===== src/rtl/pipe_pkg.sv =====
// Shared definitions for the 5-stage pipeline: hazard FSM encodings, register
// address width and the control-field bubble pattern loaded by flushed stages.
package pipe_pkg;

    localparam int REG_AW = 3;

    typedef enum logic [1:0] {
        ST_RUN        = 2'd0,
        ST_LOAD_STALL = 2'd1,
        ST_MEM_WAIT   = 2'd2,
        ST_ILLEGAL    = 2'd3
    } state_t;

    // Control fields carried by ID/EX and EX/MEM; a flush loads CTRL_BUBBLE.
    typedef struct packed {
        logic       reg_write;
        logic       mem_to_reg;
        logic       mem_read;
        logic       mem_write;
        logic       branch;
        logic       alu_src;
        logic       reg_dst;
        logic [1:0] alu_op;
    } ctrl_t;

    localparam ctrl_t CTRL_BUBBLE = '0;

endpackage


===== src/rtl/pipeline_hazard_ctrl_hazard_detect.sv =====
// Combinational hazard terms: load-use against the ID operands, branch taken
// in MEM, and a data-memory access that has not completed this cycle.
module hazard_detect
    import pipe_pkg::*;
#(
    parameter int RAW = REG_AW
) (
    input  logic [RAW-1:0] id_rs,
    input  logic [RAW-1:0] id_rt,
    input  logic           id_uses_rt,
    input  logic           ex_mem_read,
    input  logic [RAW-1:0] ex_rd,
    input  logic           mem_branch,
    input  logic           mem_zero,
    input  logic           mem_access,
    input  logic           mem_ready,
    output logic           load_use,
    output logic           taken,
    output logic           mem_busy
);

    // R0 is hardwired to zero, so a load targeting it can never feed a consumer.
    assign load_use = ex_mem_read && (ex_rd != '0) &&
                      ((ex_rd == id_rs) || (id_uses_rt && (ex_rd == id_rt)));
    assign taken    = mem_branch & mem_zero;
    assign mem_busy = mem_access & ~mem_ready;

endmodule


===== src/rtl/pipeline_hazard_ctrl.sv =====
// Pipeline hazard sequencer: stall/flush/hold decode, memory-wait timeout and
// saturating stall/flush event counters.
//
// state         | meaning
// ST_RUN        | normal issue, all hazards evaluated
// ST_LOAD_STALL | one bubble cycle after a load-use stall, load_use masked
// ST_MEM_WAIT   | whole pipe held until mem_ready or timeout
// ST_ILLEGAL    | unreachable, decodes as RUN and recovers next cycle
module pipeline_hazard_ctrl
    import pipe_pkg::*;
#(
    parameter int REG_AW      = pipe_pkg::REG_AW,
    parameter int CNT_W       = 16,
    parameter int MEM_TIMEOUT = 15
) (
    input  logic              clk,
    input  logic              rst,
    input  logic [REG_AW-1:0] id_rs,
    input  logic [REG_AW-1:0] id_rt,
    input  logic              id_uses_rt,
    input  logic              ex_mem_read,
    input  logic [REG_AW-1:0] ex_rd,
    input  logic              mem_branch,
    input  logic              mem_zero,
    input  logic              mem_access,
    input  logic              mem_ready,
    output logic              pc_write,
    output logic              if_id_write,
    output logic              if_id_flush,
    output logic              id_ex_flush,
    output logic              ex_mem_flush,
    output logic              pipe_hold,
    output logic              pc_src,
    output logic              mem_error,
    output logic [CNT_W-1:0]  stall_count,
    output logic [CNT_W-1:0]  flush_count,
    output logic [1:0]        state
);

    localparam int WAIT_W = $clog2(MEM_TIMEOUT + 1);
    localparam logic [WAIT_W:0] TIMEOUT_LIM = (WAIT_W + 1)'(MEM_TIMEOUT);

    state_t            state_q, state_d;
    logic [WAIT_W-1:0] wait_cnt, wait_d;
    logic              load_use, taken, mem_busy;
    logic              stall_inc, flush_inc, err_set;
    logic [WAIT_W:0]   wait_plus;

    hazard_detect #(.RAW(REG_AW)) u_hazard_detect (
        .id_rs       (id_rs),
        .id_rt       (id_rt),
        .id_uses_rt  (id_uses_rt),
        .ex_mem_read (ex_mem_read),
        .ex_rd       (ex_rd),
        .mem_branch  (mem_branch),
        .mem_zero    (mem_zero),
        .mem_access  (mem_access),
        .mem_ready   (mem_ready),
        .load_use    (load_use),
        .taken       (taken),
        .mem_busy    (mem_busy)
    );

    assign wait_plus = {1'b0, wait_cnt} + (WAIT_W + 1)'(1);

    always_comb begin
        pc_write     = 1'b1;
        if_id_write  = 1'b1;
        if_id_flush  = 1'b0;
        id_ex_flush  = 1'b0;
        ex_mem_flush = 1'b0;
        pipe_hold    = 1'b0;
        pc_src       = 1'b0;
        state_d      = ST_RUN;
        wait_d       = '0;
        stall_inc    = 1'b0;
        flush_inc    = 1'b0;
        err_set      = 1'b0;

        case (state_q)
            ST_MEM_WAIT: begin
                if (!mem_ready) begin
                    pipe_hold   = 1'b1;
                    pc_write    = 1'b0;
                    if_id_write = 1'b0;
                    // The cycle whose increment reaches the limit is the last held one.
                    if (wait_plus >= TIMEOUT_LIM) begin
                        err_set = 1'b1;
                    end else begin
                        state_d = ST_MEM_WAIT;
                        wait_d  = (wait_cnt == '1) ? wait_cnt : wait_plus[WAIT_W-1:0];
                    end
                end
            end
            ST_RUN, ST_LOAD_STALL: begin
                if (mem_busy) begin
                    pipe_hold   = 1'b1;
                    pc_write    = 1'b0;
                    if_id_write = 1'b0;
                    state_d     = ST_MEM_WAIT;
                    wait_d      = WAIT_W'(1);
                end else if (taken) begin
                    pc_src       = 1'b1;
                    if_id_flush  = 1'b1;
                    id_ex_flush  = 1'b1;
                    ex_mem_flush = 1'b1;
                    flush_inc    = 1'b1;
                end else if (load_use && state_q == ST_RUN) begin
                    pc_write    = 1'b0;
                    if_id_write = 1'b0;
                    id_ex_flush = 1'b1;
                    stall_inc   = 1'b1;
                    state_d     = ST_LOAD_STALL;
                end
            end
            default: ;
        endcase
    end

    always_ff @(posedge clk or posedge rst) begin
        if (rst) begin
            state_q     <= ST_RUN;
            wait_cnt    <= '0;
            mem_error   <= 1'b0;
            stall_count <= '0;
            flush_count <= '0;
        end else begin
            state_q  <= state_d;
            wait_cnt <= wait_d;
            if (err_set)
                mem_error <= 1'b1;
            if (stall_inc && stall_count != '1)
                stall_count <= stall_count + CNT_W'(1);
            if (flush_inc && flush_count != '1)
                flush_count <= flush_count + CNT_W'(1);
        end
    end

    assign state = state_q;

endmodule


===== config.mk =====
export PLATFORM = sky130hd
export DESIGN_NAME = pipeline_hazard_ctrl
export DESIGN_NICKNAME = d
export VERILOG_FILES = /design/src/rtl/pipe_pkg.sv /design/src/rtl/pipeline_hazard_ctrl_hazard_detect.sv /design/src/rtl/pipeline_hazard_ctrl.sv
export SDC_FILE = /design/constraint.sdc
export NUM_CORES = 1
export LEC_CHECK = 0
export ABC_AREA = 0
export BUFFER_PORTS_ARGS = -buffer_cell sky130_fd_sc_hd__buf_2
export CORE_MARGIN = 1.5
export CORE_UTILIZATION = 25
export DETAILED_ROUTE_END_ITERATION = 12
export GPL_TIMING_DRIVEN = 0
export MAX_ROUTING_LAYER = met4
export RECOVER_POWER = 50
export SETUP_SLACK_MARGIN = 0.1
export SYNTH_ARGS = -nofsm -noshare
export SYNTH_HDL_FRONTEND = slang
export SYNTH_SLANG_ARGS = --single-unit

===== constraint.sdc =====
create_clock -name clk -period 1.8 [get_ports clk]
set_input_delay 0.36 -clock clk [delete_from_list [all_inputs] [get_ports clk]]
set_output_delay 0.36 -clock clk [all_outputs]
set_load 0.005 [all_outputs]

* After elaboration in Yosys (flattened, before gate mapping)
Index checks and enable logic that the tools add are counted.
Storage, ports and cells: bits in registers 39, input bits 17, output and inout port bits 42
Cells by class: add/sub/neg operators 3, order comparisons 1, equality and inequality tests 8, multiplexer cells 32, bitwise operators 3, reductions and logical operators 10
Operator list (count):
- $add A16 B1 Y16 const B | 2
- $ne A16 B16 Y1 const B | 2
- $mux W1 | 22
- $mux W4 | 3
- $pmux W4 S2 | 1
- $eq A3 B3 Y1 | 2
- $logic_and A1 B1 Y1 | 6
- $mux W2 | 3
- $add A4 B1 Y5 const B | 1
- $ge A5 B4 Y1 const B | 1
- $eq A4 B4 Y1 const B | 1
- $ne A4 B4 Y1 const B | 1
- $pmux W1 S2 | 2
- $pmux W2 S2 | 1
- $reduce_bool A3 Y1 | 1
- $and A1 B1 Y1 | 2
- $eq A2 B1 Y1 const B | 1
- $eq A2 B2 Y1 const B | 1
- $logic_not A2 Y1 | 1
- $reduce_or A2 Y1 | 1
- $logic_or A1 B1 Y1 | 1
- $not A1 Y1 | 1

* Logic depth before layout (Yosys ltp)
Gate-level depths: netlist of run 1.
depth in word-level cells 10, depth in mapped cells 7, depth with buffers taken out 7

* By module
From an unflattened synthesis of run 1, not the netlist that was laid out.
Unflattened totals: cells, all modules 206, area, all modules 2224.6 sq um
By module, submodules not included:
- pipeline_hazard_ctrl | times used 1, cells an instance 194, area each 2135.8 sq um, seq. area each 975.9 sq um
- hazard_detect | times used 1, cells an instance 12, area each 88.8 sq um, seq. area each 0.0 sq um

* Worst setup path after synthesis of run 1
Ideal clock, no wire load.
path kind input port to output port, from in ex_rd[1], to out pc_write, data arrival time 1.402 ns, required time 1.440 ns, slack 0.038 ns, cell stages on the path 5, buffers on the path 1, cell sequence or3_1 > nand3_1 > a21oi_2 > a21oi_1 > buf_4
Between the ends: longest elaborated chain between the ends 9, elaborated cells between the ends (all ways) 12
RTL lines:
- from (decl) | line pipeline_hazard_ctrl.sv:22 | input logic [REG_AW-1:0] ex_rd,
- $eq A3 B3 Y1 | line pipeline_hazard_ctrl_hazard_detect.sv:24 | ((ex_rd == id_rs) || (id_uses_rt && (ex_rd == id_rt)));
- $logic_and A1 B1 Y1 | line pipeline_hazard_ctrl_hazard_detect.sv:24
- $logic_or A1 B1 Y1 | line pipeline_hazard_ctrl_hazard_detect.sv:24
- $logic_and A1 B1 Y1 (*) | line pipeline_hazard_ctrl_hazard_detect.sv:23 | assign load_use = ex_mem_read && (ex_rd != '0) &&
- $logic_and A1 B1 Y1 (*) | line pipeline_hazard_ctrl.sv:108 | end else if (load_use && state_q == ST_RUN) begin
- $mux W1 (*) (3 in a row)
- $pmux W1 S2 (*)
- to (decl) | line pipeline_hazard_ctrl.sv:27 | output logic pc_write,
Mark *: on every way between the ends. The rest lies on a longest branch, timed or not.

* Worst setup path after layout of run 1
from reg state_q[1], in the netlist state[1], to out pc_write
Between the ends: longest elaborated chain between the ends 6, elaborated cells between the ends (all ways) 9
RTL lines:
- from (decl) | line pipeline_hazard_ctrl.sv:43 | state_t state_q, state_d;
- from (signal assigned) | line pipeline_hazard_ctrl.sv:128 | state_q <= state_d;
- $logic_not A2 Y1 | line pipeline_hazard_ctrl.sv:80, pipeline_hazard_ctrl.sv:108
- $logic_and A1 B1 Y1 | line pipeline_hazard_ctrl.sv:108
- $mux W1 | line pipeline_hazard_ctrl.sv:108
- $mux W1 | line pipeline_hazard_ctrl.sv:102 | end else if (taken) begin
- $mux W1 | line pipeline_hazard_ctrl.sv:96 | if (mem_busy) begin
- $pmux W1 S2 (*) | line pipeline_hazard_ctrl.sv:80 | case (state_q)
Marked as above.

==> metrics.txt, run 1 <==
# TYPE chip_impl_metric gauge
chip_impl_info{name="status",value="complete, but fails checks"} 1
chip_impl_info{name="failed_checks",value="capacitance limit, slew limit, setup timing"} 1
chip_impl_metric{name="detail_route.wl_per_cell",unit="um"} 13.4
chip_impl_metric{name="highest_clock_rate",unit="MHz"} 542
chip_impl_metric{name="fin_area",unit="um^2"} 3050
chip_impl_metric{name="gpl.final_weighted_congestion",unit=""} 0.784
chip_impl_metric{name="total_overflow_reported_by_the_global_router",unit=""} 0
chip_impl_info{name="critPathSlowestCell",value="sky130_fd_sc_hd__dfrtp_2"} 1
chip_impl_metric{name="start_util",unit="%"} 25.8
chip_impl_metric{name="power_switching",unit="W"} 0.000697
chip_impl_info{name="yosys.area.top_type",value="sky130_fd_sc_hd__dfrtp_1"} 1
chip_impl_metric{name="length_in_cells_of_the_worst_reg_to_reg_path",unit=""} 7
chip_impl_metric{name="synth_seq_cells",unit=""} 39
chip_impl_metric{name="power_frac_clock",unit="%"} 31.3
chip_impl_metric{name="share_of_the_synthesized_area_in_the_top_cell_type",unit="%"} 45.8
chip_impl_metric{name="reg2reg_setup_slack",unit="ns"} 0.04
chip_impl_metric{name="max_buffers_root_to_sink",unit=""} 2
chip_impl_metric{name="port_buffers",unit=""} 58
chip_impl_info{name="path_class",value="reg2out"} 1
chip_impl_metric{name="place_inst",unit=""} 358
chip_impl_metric{name="max_slew_violation_count",unit=""} 40
chip_impl_metric{name="power.share.switching",unit="%"} 28.7
chip_impl_metric{name="rows",unit=""} 33
chip_impl_metric{name="gr-usage-all-layers",unit="%"} 12.0
chip_impl_metric{name="maximum_number_of_pins_on_one_net_before_global_route_repair",unit=""} 40
chip_impl_info{name="critical_path.cell_chain",value="nor2_4 -> nand3_2 -> a21oi_4 -> a21oi_2 -> buf_4 -> buf_6"} 1
chip_impl_metric{name="critical_path_peak_fanout",unit=""} 8
chip_impl_metric{name="worstPathRequired",unit="ns"} 1.44
chip_impl_metric{name="static-leakage-power",unit="nW"} 1.41
chip_impl_metric{name="cellPowerDensity",unit="nW/um^2"} 796
chip_impl_metric{name="sequential_group_share_of_total_power",unit="%"} 45.4
chip_impl_metric{name="cts-buffers-inserted",unit=""} 5
chip_impl_metric{name="routed_wirelength",unit="mm"} 5.13
chip_impl_metric{name="drt_pass1_iterations",unit=""} 4
chip_impl_metric{name="clkSinkCount",unit=""} 39
chip_impl_metric{name="drtAntennaViolNets",unit=""} 0
chip_impl_info{name="ys_top_cells_by_area",value="sky130_fd_sc_hd__dfrtp_1 (46%), sky130_fd_sc_hd__xnor2_1 (8.6%), sky130_fd_sc_hd__xor2_1 (4.5%), sky130_fd_sc_hd__nand3_1 (4.0%), sky130_fd_sc_hd__and3_1 (3.2%)"} 1
chip_impl_metric{name="cell_internal_pwr",unit="W"} 0.00173
chip_impl_metric{name="final.min_clock_period",unit="ns"} 1.84
chip_impl_metric{name="synth_area_per_cell",unit="um^2"} 10.9
chip_impl_metric{name="wirelength_met1",unit="mm"} 2.32
chip_impl_metric{name="arrival",unit="ns"} 1.48
chip_impl_metric{name="setup_viol_count_final",unit=""} 3
chip_impl_metric{name="post_synth_instance_area",unit="um^2"} 2130
chip_impl_metric{name="mappedNetlistNets",unit=""} 216
chip_impl_metric{name="count_of_synthesis_stage_warnings_from_yosys",unit=""} 0
chip_impl_metric{name="drc_errors",unit=""} 0
chip_impl_metric{name="detail_route.iter0.violations",unit=""} 26
chip_impl_metric{name="max_cap_violations",unit=""} 1
chip_impl_info{name="rr_endpoint",value="stall_count[9]"} 1
chip_impl_metric{name="floorplan.io_pins",unit=""} 59
chip_impl_info{name="worstSetupStartpointType",value="flip-flop"} 1
chip_impl_metric{name="core",unit="um^2"} 8260
chip_impl_metric{name="route.vias.total",unit=""} 1781
chip_impl_metric{name="grt_first_pass_wirelength",unit="mm"} 8.28
chip_impl_metric{name="first_global_vias",unit=""} 1769
chip_impl_metric{name="number_of_enable_type_register_cells_in_the_synthesized_netlist",unit=""} 0
chip_impl_metric{name="detailroute.wirelength.met3",unit="um"} 211
chip_impl_info{name="top_cells_by_count_synth",value="sky130_fd_sc_hd__dfrtp_1 (39), sky130_fd_sc_hd__xnor2_1 (21), sky130_fd_sc_hd__nand2_1 (17), sky130_fd_sc_hd__nand3_1 (17)"} 1
chip_impl_metric{name="htree_num_levels",unit=""} 2
chip_impl_metric{name="postLayoutCoreUtil",unit="%"} 37.0
chip_impl_metric{name="comb_power_share",unit="%"} 23.3
chip_impl_metric{name="hold_viol_final",unit=""} 0
chip_impl_metric{name="post_cts_hold_buffer_count",unit=""} 0
chip_impl_metric{name="die_h",unit="um"} 95.4
chip_impl_metric{name="hpwlAfterDp",unit="mm"} 3.47
chip_impl_metric{name="final_cell_count_no_fill",unit=""} 383
chip_impl_info{name="rsz0062_at_grt",value="true"} 1
chip_impl_info{name="critPathCaptureType",value="output pin"} 1
chip_impl_metric{name="drt-vias-per-instance",unit=""} 4.65
chip_impl_metric{name="worst_setup_hold_path_clk_slew",unit="ns"} 0.08
chip_impl_info{name="clock_root_buffer_master",value="sky130_fd_sc_hd__clkbuf_8"} 1
chip_impl_metric{name="synth-async-reset-ratio",unit="%"} 100
chip_impl_info{name="rr_startpoint",value="state[1]"} 1
chip_impl_metric{name="worst_slew_margin_rel",unit="%"} -0.481
chip_impl_info{name="cts_tree",value="built"} 1
chip_impl_metric{name="vdd_ir_drop_max",unit="uV"} 373
chip_impl_info{name="setup.worst_path.end",value="pc_write"} 1
chip_impl_info{name="topRoutingLayerUsed",value="met4"} 1
chip_impl_metric{name="synthesized_instance_count",unit=""} 195
chip_impl_metric{name="detailroute.wirelength.met2",unit="mm"} 2.59
chip_impl_metric{name="die_width",unit="um"} 95.4
chip_impl_info{name="ys.flop_type",value="sky130_fd_sc_hd__dfrtp_1"} 1
chip_impl_metric{name="tightest_slew",unit="ns"} 1.51
chip_impl_metric{name="floorplan.die_area",unit="um^2"} 9090
chip_impl_metric{name="area_growth_syn_to_layout",unit="%"} 43.2
chip_impl_metric{name="layout-drive-gt1-share",unit="%"} 45.0
chip_impl_metric{name="final_critical_path_setup_slack",unit="ns"} -0.0449
chip_impl_metric{name="placed_area",unit="um^2"} 2560
chip_impl_metric{name="final.setup.tns",unit="ns"} -0.0971
chip_impl_metric{name="antenna-diode-count",unit=""} 0
chip_impl_metric{name="ys_types",unit=""} 35
chip_impl_info{name="hp-class",value="in2async"} 1
chip_impl_metric{name="final_cycle_share",unit="%"} 102
chip_impl_metric{name="number_of_antenna_violations_at_the_first_check_in_global_routing",unit=""} 0
chip_impl_metric{name="timing.clock.skew",unit="ns"} 0.00730
chip_impl_metric{name="critPathMaxStageDelay",unit="ns"} 0.48
chip_impl_info{name="post-synth-top-count-cell",value="sky130_fd_sc_hd__dfrtp_1"} 1
chip_impl_metric{name="nets",unit=""} 298
chip_impl_metric{name="ys_seq_area_share",unit="%"} 45.8
chip_impl_info{name="timing.critical_path.from",value="state[1]"} 1
chip_impl_metric{name="insertion_delay",unit="ns"} 0.29
[worst max-delay path, delay by kind of cell, from the launching register on]
family	cells	cell delay [ns]
and+or+nand+nor	2	0.21
AOI/OAI and AO/OA	2	0.26
buffers and inverters	2	0.25
DFF	1	0.48
[through the flow]
step | hold WS (ns) | setup WS (ns) | power [W]
after floorplan | 0.468 | 0.107 | 0.00133
after global placement | 0.475 | -0.235 | 0.00152
after detailed placement | 0.470 | -0.278 | 0.00154
after CTS | 0.262 | -0.0889 | 0.00242
after global routing | 0.511 | -0.107 | 0.00259
final | 0.486 | -0.0449 | 0.00243
[cell type report]
class | instances | area (um^2)
Inverter | 4 | 17.5
Fill cell | 853 | 5200
Tap cell | 105 | 131
Timing Repair Buffer | 74 | 452
Multi-Input combinational cell | 150 | 1330
Buffer | 3 | 30.0
Clock inverter | 2 | 35.0
Clock buffer | 6 | 82.6
Sequential cell | 39 | 978
[cells in the final DEF, fill, tap and decap left out, types with 3 or more instances in the layout]
| cell | Yosys | routed |
|---|---|---|
| sky130_fd_sc_hd__nand2_2 | 0 | 3 |
| sky130_fd_sc_hd__buf_6 | 0 | 10 |
| sky130_fd_sc_hd__xnor2_2 | 3 | 3 |
| sky130_fd_sc_hd__and3_1 | 11 | 8 |
| sky130_fd_sc_hd__clkbuf_1 | 0 | 9 |
| sky130_fd_sc_hd__nand3_1 | 17 | 12 |
| sky130_fd_sc_hd__nand3_2 | 0 | 5 |
| sky130_fd_sc_hd__xnor2_1 | 21 | 21 |
| sky130_fd_sc_hd__xor2_1 | 11 | 10 |
| sky130_fd_sc_hd__nor2_4 | 0 | 7 |
| sky130_fd_sc_hd__buf_4 | 3 | 12 |
| sky130_fd_sc_hd__buf_2 | 0 | 45 |
| sky130_fd_sc_hd__and2_1 | 3 | 3 |
| sky130_fd_sc_hd__mux2_4 | 0 | 4 |
| sky130_fd_sc_hd__nand4_1 | 8 | 8 |
| sky130_fd_sc_hd__nor2b_1 | 5 | 4 |
| sky130_fd_sc_hd__and4_1 | 6 | 5 |
| sky130_fd_sc_hd__nand2_1 | 17 | 14 |
| sky130_fd_sc_hd__clkbuf_8 | 0 | 6 |
| sky130_fd_sc_hd__dfrtp_1 | 39 | 37 |
| sky130_fd_sc_hd__nor2_1 | 11 | 4 |
| sky130_fd_sc_hd__and3_4 | 0 | 3 |
[logic make-up after synthesis]
logic type	Yosys count	synth area share (%)
fa+ha+maj	4	2.35
xor+xnor	35	15.4
mux	5	2.58
compound gates	18	8.45
flops	39	45.8
buf+inv	7	1.76
simple gates	87	23.7
[power groups by stage]
stage / registers, W / clock network, W / logic (W)
global placement: 0.00112 / 0 / 0.000401
CTS: 0.00109 / 0.000789 / 0.000535
finish: 0.00110 / 0.000761 / 0.000565
detailed placement: 0.00112 / 0 / 0.000411
floorplan: 0.00111 / 0 / 0.000221
global route: 0.00113 / 0.000833 / 0.000628
[sequential cells by signal, summed over array words and instances (netlist names)]
name and cells:
state 2, wait_cnt 4, mem_error 1, flush_count 16
stall_count 16
[per-layer routing]
layer | global-route usage, % | vias to the layer above
met5 | - | -
li1 | - | 852
met1 | 14.2 | 888
met2 | 19.9 | 39
met3 | 3.27 | 2
met4 | 3.61 | 0
[worst min path at each step]
stage / end / cells after the start / slack (ns)
3_3_place_gp: flush_count[13] / 1 / 0.47
4_1_cts: flush_count[12] / 2 / 0.26
3_5_place_dp: mem_error / 1 / 0.47
2_1_floorplan: mem_error / 1 / 0.47
6_report: wait_cnt[0] / 2 / 0.49
5_1_grt: mem_error / 4 / 0.51
[timing repair]
action / CTS / global route
pin swaps: 14 / 12
endpoints found under the hold margin: 0 / 0
gates resized for setup: 29 / 28
endpoints found under the setup margin: 24 / 37
cloned: 0 / 1
setup buffers: 12 / 4
Power figures use the tool's default switching activity.
==> run 2: changes to the inputs <==
--- a/config.mk
+++ b/config.mk
@@ -12,6 +12,7 @@
 export DETAILED_ROUTE_END_ITERATION = 12
 export GPL_TIMING_DRIVEN = 0
 export MAX_ROUTING_LAYER = met4
+export PLACE_DENSITY = 0.51
 export RECOVER_POWER = 50
 export SETUP_SLACK_MARGIN = 0.1
 export SYNTH_ARGS = -nofsm -noshare
==> constraint.sdc (replaced) <==
create_clock -name clk -period 2.35 [get_ports clk]
set_input_delay 0.47 -clock clk [delete_from_list [all_inputs] [get_ports clk]]
set_output_delay 0.47 -clock clk [all_outputs]
set_load 0.005 [all_outputs]
==> metrics.txt, run 2 (synthesis gave the netlist of run 1 again) <==
# TYPE chip_impl_metric gauge
chip_impl_metric{name="detail_route.iter0.violations",unit=""} 69
chip_impl_metric{name="hpwlAfterDp",unit="mm"} 3.43
chip_impl_metric{name="routed_wirelength",unit="mm"} 4.59
chip_impl_metric{name="area_growth_syn_to_layout",unit="%"} 24.9
chip_impl_info{name="clock_root_buffer_master",value="sky130_fd_sc_hd__clkbuf_8"} 1
chip_impl_metric{name="timing.clock.skew",unit="ns"} 0.00526
chip_impl_metric{name="floorplan.io_pins",unit=""} 59
chip_impl_metric{name="highest_clock_rate",unit="MHz"} 475
chip_impl_metric{name="max_buffers_root_to_sink",unit=""} 2
chip_impl_metric{name="clkSinkCount",unit=""} 39
chip_impl_metric{name="floorplan.die_area",unit="um^2"} 9090
chip_impl_metric{name="port_buffers",unit=""} 58
chip_impl_info{name="cts_tree",value="built"} 1
chip_impl_metric{name="rows",unit=""} 33
chip_impl_metric{name="setup_viol_count_final",unit=""} 0
chip_impl_metric{name="cell_internal_pwr",unit="W"} 0.00117
chip_impl_metric{name="hold_viol_final",unit=""} 0
chip_impl_metric{name="gr-usage-all-layers",unit="%"} 11.1
chip_impl_metric{name="drtAntennaViolNets",unit=""} 0
chip_impl_info{name="failed_checks",value="capacitance limit"} 1
chip_impl_metric{name="arrival",unit="ns"} 1.64
chip_impl_metric{name="place_inst",unit=""} 358
chip_impl_metric{name="vdd_ir_drop_max",unit="uV"} 222
chip_impl_metric{name="final.hold.worst_slack",unit="ns"} 0.477
chip_impl_metric{name="power.share.switching",unit="%"} 29.1
chip_impl_metric{name="cellPowerDensity",unit="nW/um^2"} 620
chip_impl_metric{name="critical_path_buf_inv_count",unit=""} 3
chip_impl_metric{name="start_util",unit="%"} 25.8
chip_impl_metric{name="max_cap_violations",unit=""} 1
chip_impl_info{name="critPathCaptureType",value="output pin"} 1
chip_impl_metric{name="number_of_antenna_violations_at_the_first_check_in_global_routing",unit=""} 0
chip_impl_info{name="hp-class",value="reg2reg"} 1
chip_impl_metric{name="first_global_vias",unit=""} 1616
chip_impl_metric{name="post_cts_hold_buffer_count",unit=""} 0
chip_impl_info{name="status",value="complete, but fails checks"} 1
chip_impl_metric{name="gpl.final_weighted_congestion",unit=""} 0.770
chip_impl_metric{name="power_frac_clock",unit="%"} 29.8
chip_impl_metric{name="drt-vias-per-instance",unit=""} 4.54
chip_impl_metric{name="comb_power_share",unit="%"} 18.6
chip_impl_metric{name="tightest_slew",unit="ns"} 1.49
chip_impl_metric{name="worst_slew_margin_rel",unit="%"} 0.834
chip_impl_metric{name="maximum_number_of_pins_on_one_net_before_global_route_repair",unit=""} 40
chip_impl_metric{name="reg2reg_setup_slack",unit="ns"} 0.46
chip_impl_metric{name="worstPathRequired",unit="ns"} 1.88
chip_impl_metric{name="total_overflow_reported_by_the_global_router",unit=""} 0
chip_impl_metric{name="critPathMaxStageDelay",unit="ns"} 0.38
chip_impl_metric{name="detail_route.wl_per_cell",unit="um"} 12.5
chip_impl_metric{name="drc_errors",unit=""} 0
chip_impl_metric{name="antenna-diode-count",unit=""} 0
chip_impl_metric{name="nets",unit=""} 282
chip_impl_info{name="critical_path.cell_chain",value="buf_2 -> or3_1 -> nand3_2 -> a21oi_4 -> a21oi_1 -> buf_4 -> buf_2"} 1
chip_impl_info{name="top_regs",value="flush_count (16), stall_count (16), wait_cnt (4)"} 1
chip_impl_metric{name="final.min_clock_period",unit="ns"} 2.11
chip_impl_metric{name="final_cycle_share",unit="%"} 89.6
chip_impl_info{name="cpLargestDelayFamily",value="simple AND/OR/NAND/NOR gates"} 1
chip_impl_metric{name="grt_first_pass_wirelength",unit="mm"} 7.60
chip_impl_metric{name="static-leakage-power",unit="nW"} 1.29
chip_impl_metric{name="final.setup.tns",unit="ns"} 0
chip_impl_metric{name="layout-drive-gt1-share",unit="%"} 28.6
chip_impl_metric{name="core",unit="um^2"} 8260
chip_impl_info{name="final_common_cell",value="sky130_fd_sc_hd__buf_2"} 1
chip_impl_info{name="path_class",value="in2out"} 1
chip_impl_info{name="critPathSlowestCell",value="sky130_fd_sc_hd__or3_1"} 1
chip_impl_metric{name="sequential_group_share_of_total_power",unit="%"} 51.6
chip_impl_metric{name="die_h",unit="um"} 95.4
chip_impl_metric{name="max_slew_violation_count",unit=""} 0
chip_impl_info{name="rsz0062_at_grt",value="false"} 1
chip_impl_info{name="layout.cells.most_common_list",value="sky130_fd_sc_hd__buf_2 (49), sky130_fd_sc_hd__dfrtp_1 (39), sky130_fd_sc_hd__xnor2_1 (21), sky130_fd_sc_hd__nand2_1 (17), sky130_fd_sc_hd__nand3_1 (16)"} 1
chip_impl_metric{name="insertion_delay",unit="ns"} 0.28
chip_impl_metric{name="drt_pass1_iterations",unit=""} 4
chip_impl_info{name="critPathMostFrequentCell",value="sky130_fd_sc_hd__buf_2"} 1
chip_impl_metric{name="die_width",unit="um"} 95.4
chip_impl_metric{name="cts-buffers-inserted",unit=""} 5
chip_impl_metric{name="power_switching",unit="W"} 0.000480
chip_impl_metric{name="htree_num_levels",unit=""} 2
chip_impl_metric{name="final_cell_count_no_fill",unit=""} 367
chip_impl_info{name="worstSetupStartpointType",value="input port"} 1
chip_impl_metric{name="worst_setup_hold_path_clk_slew",unit="ns"} 0.07
chip_impl_metric{name="critical_path_peak_fanout",unit=""} 3
chip_impl_metric{name="route.vias.total",unit=""} 1665
## run 2: final cells by class
cell class                      count  area, um^2
Inverter                            4        15.0
Multi-Input combinational cell    149        1130
Clock buffer                        8         100
Buffer                              3        22.5
Tap cell                          105         131
Fill cell                         869        5600
Timing Repair Buffer               59         287
Sequential cell                    39         976
## run 2: stage by stage
stage / instance area (um^2) / setup WS (ns) / power [W] / util [%]
detailed placement: 2550 / 0.0714 / 0.00118 / 30.9
global placement: 2550 / 0.0880 / 0.00117 / 30.9
CTS: 2670 / 0.120 / 0.00169 / 32.3
floorplan: 2130 / 0.368 / 0.00102 / -
finish: 2660 / 0.245 / 0.00165 / 32.2
global route: 2660 / 0.147 / 0.00177 / 32.2
## run 2: worst paths after layout
path / start / end / depth (start not counted)
max reg2reg: stall_count[0] / stall_count[1] / 6
min reg2reg: mem_error / mem_error / 1
min in group asynchronous: rst / stall_count[7] / 2
max in group asynchronous: rst / wait_cnt[1] / 2
min: mem_error / mem_error / 1
max: ex_rd[1] / pc_write / 7
## run 2: worst register-to-register path, cell delays in order (launching register included)
cell and delay [ns]:
sky130_fd_sc_hd__dfrtp_1 0.43, sky130_fd_sc_hd__ha_1 0.21, sky130_fd_sc_hd__nand4_1 0.17, sky130_fd_sc_hd__nor4_4 0.36
sky130_fd_sc_hd__nor2_1 0.13, sky130_fd_sc_hd__nand2_1 0.14, sky130_fd_sc_hd__mux2_2 0.34
## run 2: what timing repair did
| item | CTS | global route |
|---|---|---|
| setup buffers | 1 | 0 |
| endpoints found under the setup margin | 1 | 1 |
| resized for setup | 1 | 1 |
| gates cloned | 0 | 0 |
## run 2: per-layer routing
layer  up-vias  wire length [um]  track usage [%]  share of wire, %
met5         -                 0                -                 0
met4         0                29             3.73              0.63
met3         2               258             2.55               5.6
met2        44              2070             16.4                45
met1       798              2220             14.8                48
li1        821                 -                -                 -
## run 2: power groups by stage
stage,Clock [W],Sequential [W],Combinational [W]
3_3_place_gp,0,0.000862,0.000310
3_5_place_dp,0,0.000866,0.000316
5_1_grt,0.000550,0.000869,0.000354
2_1_floorplan,0,0.000851,0.000168
6_report,0.000491,0.000852,0.000306
4_1_cts,0.000518,0.000853,0.000321
==> run 3: changes to the inputs <==
--- a/config.mk
+++ b/config.mk
@@ -7,6 +7,7 @@
 export LEC_CHECK = 0
 export ABC_AREA = 0
 export BUFFER_PORTS_ARGS = -buffer_cell sky130_fd_sc_hd__buf_2
+export CORE_ASPECT_RATIO = 0.8
 export CORE_MARGIN = 1.5
 export CORE_UTILIZATION = 25
 export DETAILED_ROUTE_END_ITERATION = 12
==> metrics.txt, run 3 (synthesis gave the netlist of run 1 again) <==
# TYPE chip_impl_metric gauge
chip_impl_metric{name="hpwlAfterDp",unit="mm"} 3.52
chip_impl_info{name="final_common_cell",value="sky130_fd_sc_hd__buf_2"} 1
chip_impl_metric{name="critPathMaxStageDelay",unit="ns"} 0.38
chip_impl_metric{name="min_path_cells",unit=""} 1
chip_impl_info{name="top_regs",value="flush_count (16), stall_count (16), wait_cnt (4)"} 1
chip_impl_metric{name="final_cycle_share",unit="%"} 90.6
chip_impl_metric{name="nets",unit=""} 283
chip_impl_info{name="failed_checks",value="capacitance limit, slew limit"} 1
chip_impl_metric{name="cell_internal_pwr",unit="W"} 0.00133
chip_impl_metric{name="drt_pass1_iterations",unit=""} 4
chip_impl_metric{name="highest_clock_rate",unit="MHz"} 470
chip_impl_metric{name="routed_wirelength",unit="mm"} 4.82
chip_impl_metric{name="layout-drive-gt1-share",unit="%"} 30.0
chip_impl_info{name="hold-path-endpoint",value="flush_count[13]"} 1
chip_impl_info{name="worstSetupStartpointType",value="input port"} 1
chip_impl_metric{name="arrival",unit="ns"} 1.66
chip_impl_metric{name="first_global_vias",unit=""} 1600
chip_impl_metric{name="critical_path_peak_fanout",unit=""} 3
chip_impl_info{name="critPathSlowestCell",value="sky130_fd_sc_hd__or3_1"} 1
chip_impl_metric{name="final_cell_count_no_fill",unit=""} 371
chip_impl_metric{name="die_width",unit="um"} 106
chip_impl_metric{name="route.vias.total",unit=""} 1630
chip_impl_info{name="layout.cells.most_common_list",value="sky130_fd_sc_hd__buf_2 (51), sky130_fd_sc_hd__dfrtp_1 (38), sky130_fd_sc_hd__xnor2_1 (21), sky130_fd_sc_hd__nand2_1 (17), sky130_fd_sc_hd__nand3_1 (16)"} 1
chip_impl_metric{name="start_util",unit="%"} 26.3
chip_impl_metric{name="maximum_number_of_pins_on_one_net_before_global_route_repair",unit=""} 40
chip_impl_metric{name="hold_viol_final",unit=""} 0
chip_impl_metric{name="die_h",unit="um"} 85.6
chip_impl_metric{name="final.min_clock_period",unit="ns"} 2.13
chip_impl_metric{name="final.setup.tns",unit="ns"} 0
chip_impl_metric{name="static-leakage-power",unit="nW"} 1.32
chip_impl_metric{name="detail_route.wl_per_cell",unit="um"} 13.0
chip_impl_info{name="hold_start",value="flush_count[13]"} 1
chip_impl_metric{name="reg2reg_setup_slack",unit="ns"} 0.43
chip_impl_metric{name="grt_first_pass_wirelength",unit="mm"} 8.11
chip_impl_metric{name="number_of_antenna_violations_at_the_first_check_in_global_routing",unit=""} 0
chip_impl_info{name="hp-class",value="reg2reg"} 1
chip_impl_metric{name="htree_num_levels",unit=""} 2
chip_impl_metric{name="length_in_cells_of_the_worst_reg_to_reg_path",unit=""} 6
chip_impl_info{name="clock_root_buffer_master",value="sky130_fd_sc_hd__clkbuf_8"} 1
chip_impl_metric{name="sequential_group_share_of_total_power",unit="%"} 46.7
chip_impl_info{name="critPathCaptureType",value="output pin"} 1
chip_impl_info{name="critPathMostFrequentCell",value="sky130_fd_sc_hd__buf_2"} 1
chip_impl_metric{name="cellPowerDensity",unit="nW/um^2"} 672
chip_impl_metric{name="max_slew_violation_count",unit=""} 40
chip_impl_metric{name="power_switching",unit="W"} 0.000494
chip_impl_info{name="rr_endpoint",value="stall_count[1]"} 1
chip_impl_info{name="cts_tree",value="built"} 1
chip_impl_metric{name="drt-vias-per-instance",unit=""} 4.39
chip_impl_info{name="rr_startpoint",value="stall_count[0]"} 1
chip_impl_metric{name="worstPathRequired",unit="ns"} 1.88
chip_impl_metric{name="max_cap_violations",unit=""} 1
chip_impl_metric{name="final.hold.worst_slack",unit="ns"} 0.489
chip_impl_metric{name="timing.clock.skew",unit="ns"} 0.0105
chip_impl_metric{name="power_frac_clock",unit="%"} 36.5
chip_impl_metric{name="rows",unit=""} 29
chip_impl_metric{name="max_buffers_root_to_sink",unit=""} 2
chip_impl_metric{name="setup_viol_count_final",unit=""} 0
chip_impl_metric{name="clkSinkCount",unit=""} 39
chip_impl_metric{name="core",unit="um^2"} 8090
chip_impl_metric{name="tightest_slew",unit="ns"} 1.55
chip_impl_metric{name="drc_errors",unit=""} 0
chip_impl_metric{name="postLayoutCoreUtil",unit="%"} 33.5
chip_impl_metric{name="gpl.final_weighted_congestion",unit=""} 0.770
chip_impl_metric{name="drtAntennaViolNets",unit=""} 0
chip_impl_metric{name="gr-usage-all-layers",unit="%"} 11.5
chip_impl_metric{name="total_power",unit="W"} 0.00182
chip_impl_metric{name="worst_setup_hold_path_clk_slew",unit="ns"} 0.08
chip_impl_metric{name="place_inst",unit=""} 361
chip_impl_metric{name="floorplan.die_area",unit="um^2"} 9100
chip_impl_info{name="status",value="complete, but fails checks"} 1
chip_impl_metric{name="detail_route.iter0.violations",unit=""} 99
chip_impl_metric{name="antenna-diode-count",unit=""} 0
chip_impl_metric{name="cts-buffers-inserted",unit=""} 5
chip_impl_metric{name="floorplan.io_pins",unit=""} 59
chip_impl_metric{name="vdd_ir_drop_max",unit="uV"} 363
chip_impl_metric{name="worst_slew_margin_rel",unit="%"} -3.28
chip_impl_metric{name="area_growth_syn_to_layout",unit="%"} 27.1
chip_impl_info{name="rsz0062_at_grt",value="false"} 1
chip_impl_metric{name="insertion_delay",unit="ns"} 0.29
chip_impl_info{name="path_class",value="in2out"} 1
chip_impl_metric{name="total_overflow_reported_by_the_global_router",unit=""} 0
chip_impl_metric{name="port_buffers",unit=""} 58
chip_impl_metric{name="power.share.switching",unit="%"} 27.1
chip_impl_info{name="critical_path.cell_chain",value="buf_2 -> or3_1 -> nand3_2 -> a21oi_4 -> a21oi_1 -> buf_4 -> buf_2"} 1
chip_impl_metric{name="comb_power_share",unit="%"} 16.8
==> run 3: cell types whose count changed in the layout (fill, tap and decap cells not counted), sizes merged <==
cell    previous run  this run
clkbuf            17        13
bufinv             0         2
buf               53        56
==> run 3: worst max-delay path: cells and delay by family <==
family,cells,cell delay [ns]
compound gates,2,0.27
buf+inv,3,0.36
simple gates,2,0.56
==> run 3: layout make-up <==
class / count / area [um^2]
buffer: 3 / 22.5
clock buffer: 6 / 72.6
clock inverter: 2 / 60.1
fill: 832 / 5380
inverter: 4 / 15.0
multi-input combinational: 149 / 1130
sequential: 39 / 977
tap: 108 / 135
timing repair buffer: 60 / 297
==> run 3: metrics by stage <==
step / setup WS [ns] / cell area, um^2
floorplan: 0.368 / 2130
global placement: 0.0554 / 2560
detailed placement: 0.0375 / 2560
CTS: 0.111 / 2710
global route: 0.124 / 2710
finish: 0.221 / 2710
==> run 3: layer usage <==
metal  global-route usage [%]  routed length (um)  vias to the layer above
li1                         -                   -                      821
met1                     16.5                2480                      767
met2                     15.9                2040                       37
met3                     2.96                 259                        5
met4                     3.32                  43                        0
met5                        -                   0                        -
==> run 3: worst max path at each step <==
stage	start	endpoint	slack, ns	depth (start not counted)
after detailed placement	ex_rd[1]	pc_write	0.04	7
after floorplan	ex_rd[1]	pc_write	0.37	5
final	ex_rd[1]	pc_write	0.22	7
after global placement	ex_rd[1]	pc_write	0.06	7
after CTS	ex_rd[1]	pc_write	0.11	7
after global routing	ex_rd[0]	id_ex_flush	0.12	8
==> run 3: power groups by stage <==
stage | sequential (W) | combinational, W | clock [W]
after global placement | 0.000860 | 0.000312 | 0
after CTS | 0.000850 | 0.000319 | 0.000685
after floorplan | 0.000851 | 0.000168 | 0
after detailed placement | 0.000862 | 0.000312 | 0
after global routing | 0.000872 | 0.000347 | 0.000715
final | 0.000850 | 0.000306 | 0.000665
==> run 3: what timing repair did <==
| item | 4_1_cts | 5_1_grt |
|---|---|---|
| setup endpoints to repair | 2 | 2 |
| hold buffers | 0 | 0 |
| gates cloned | 0 | 0 |
| gates resized for setup | 1 | 2 |
| setup buffers | 2 | 0 |
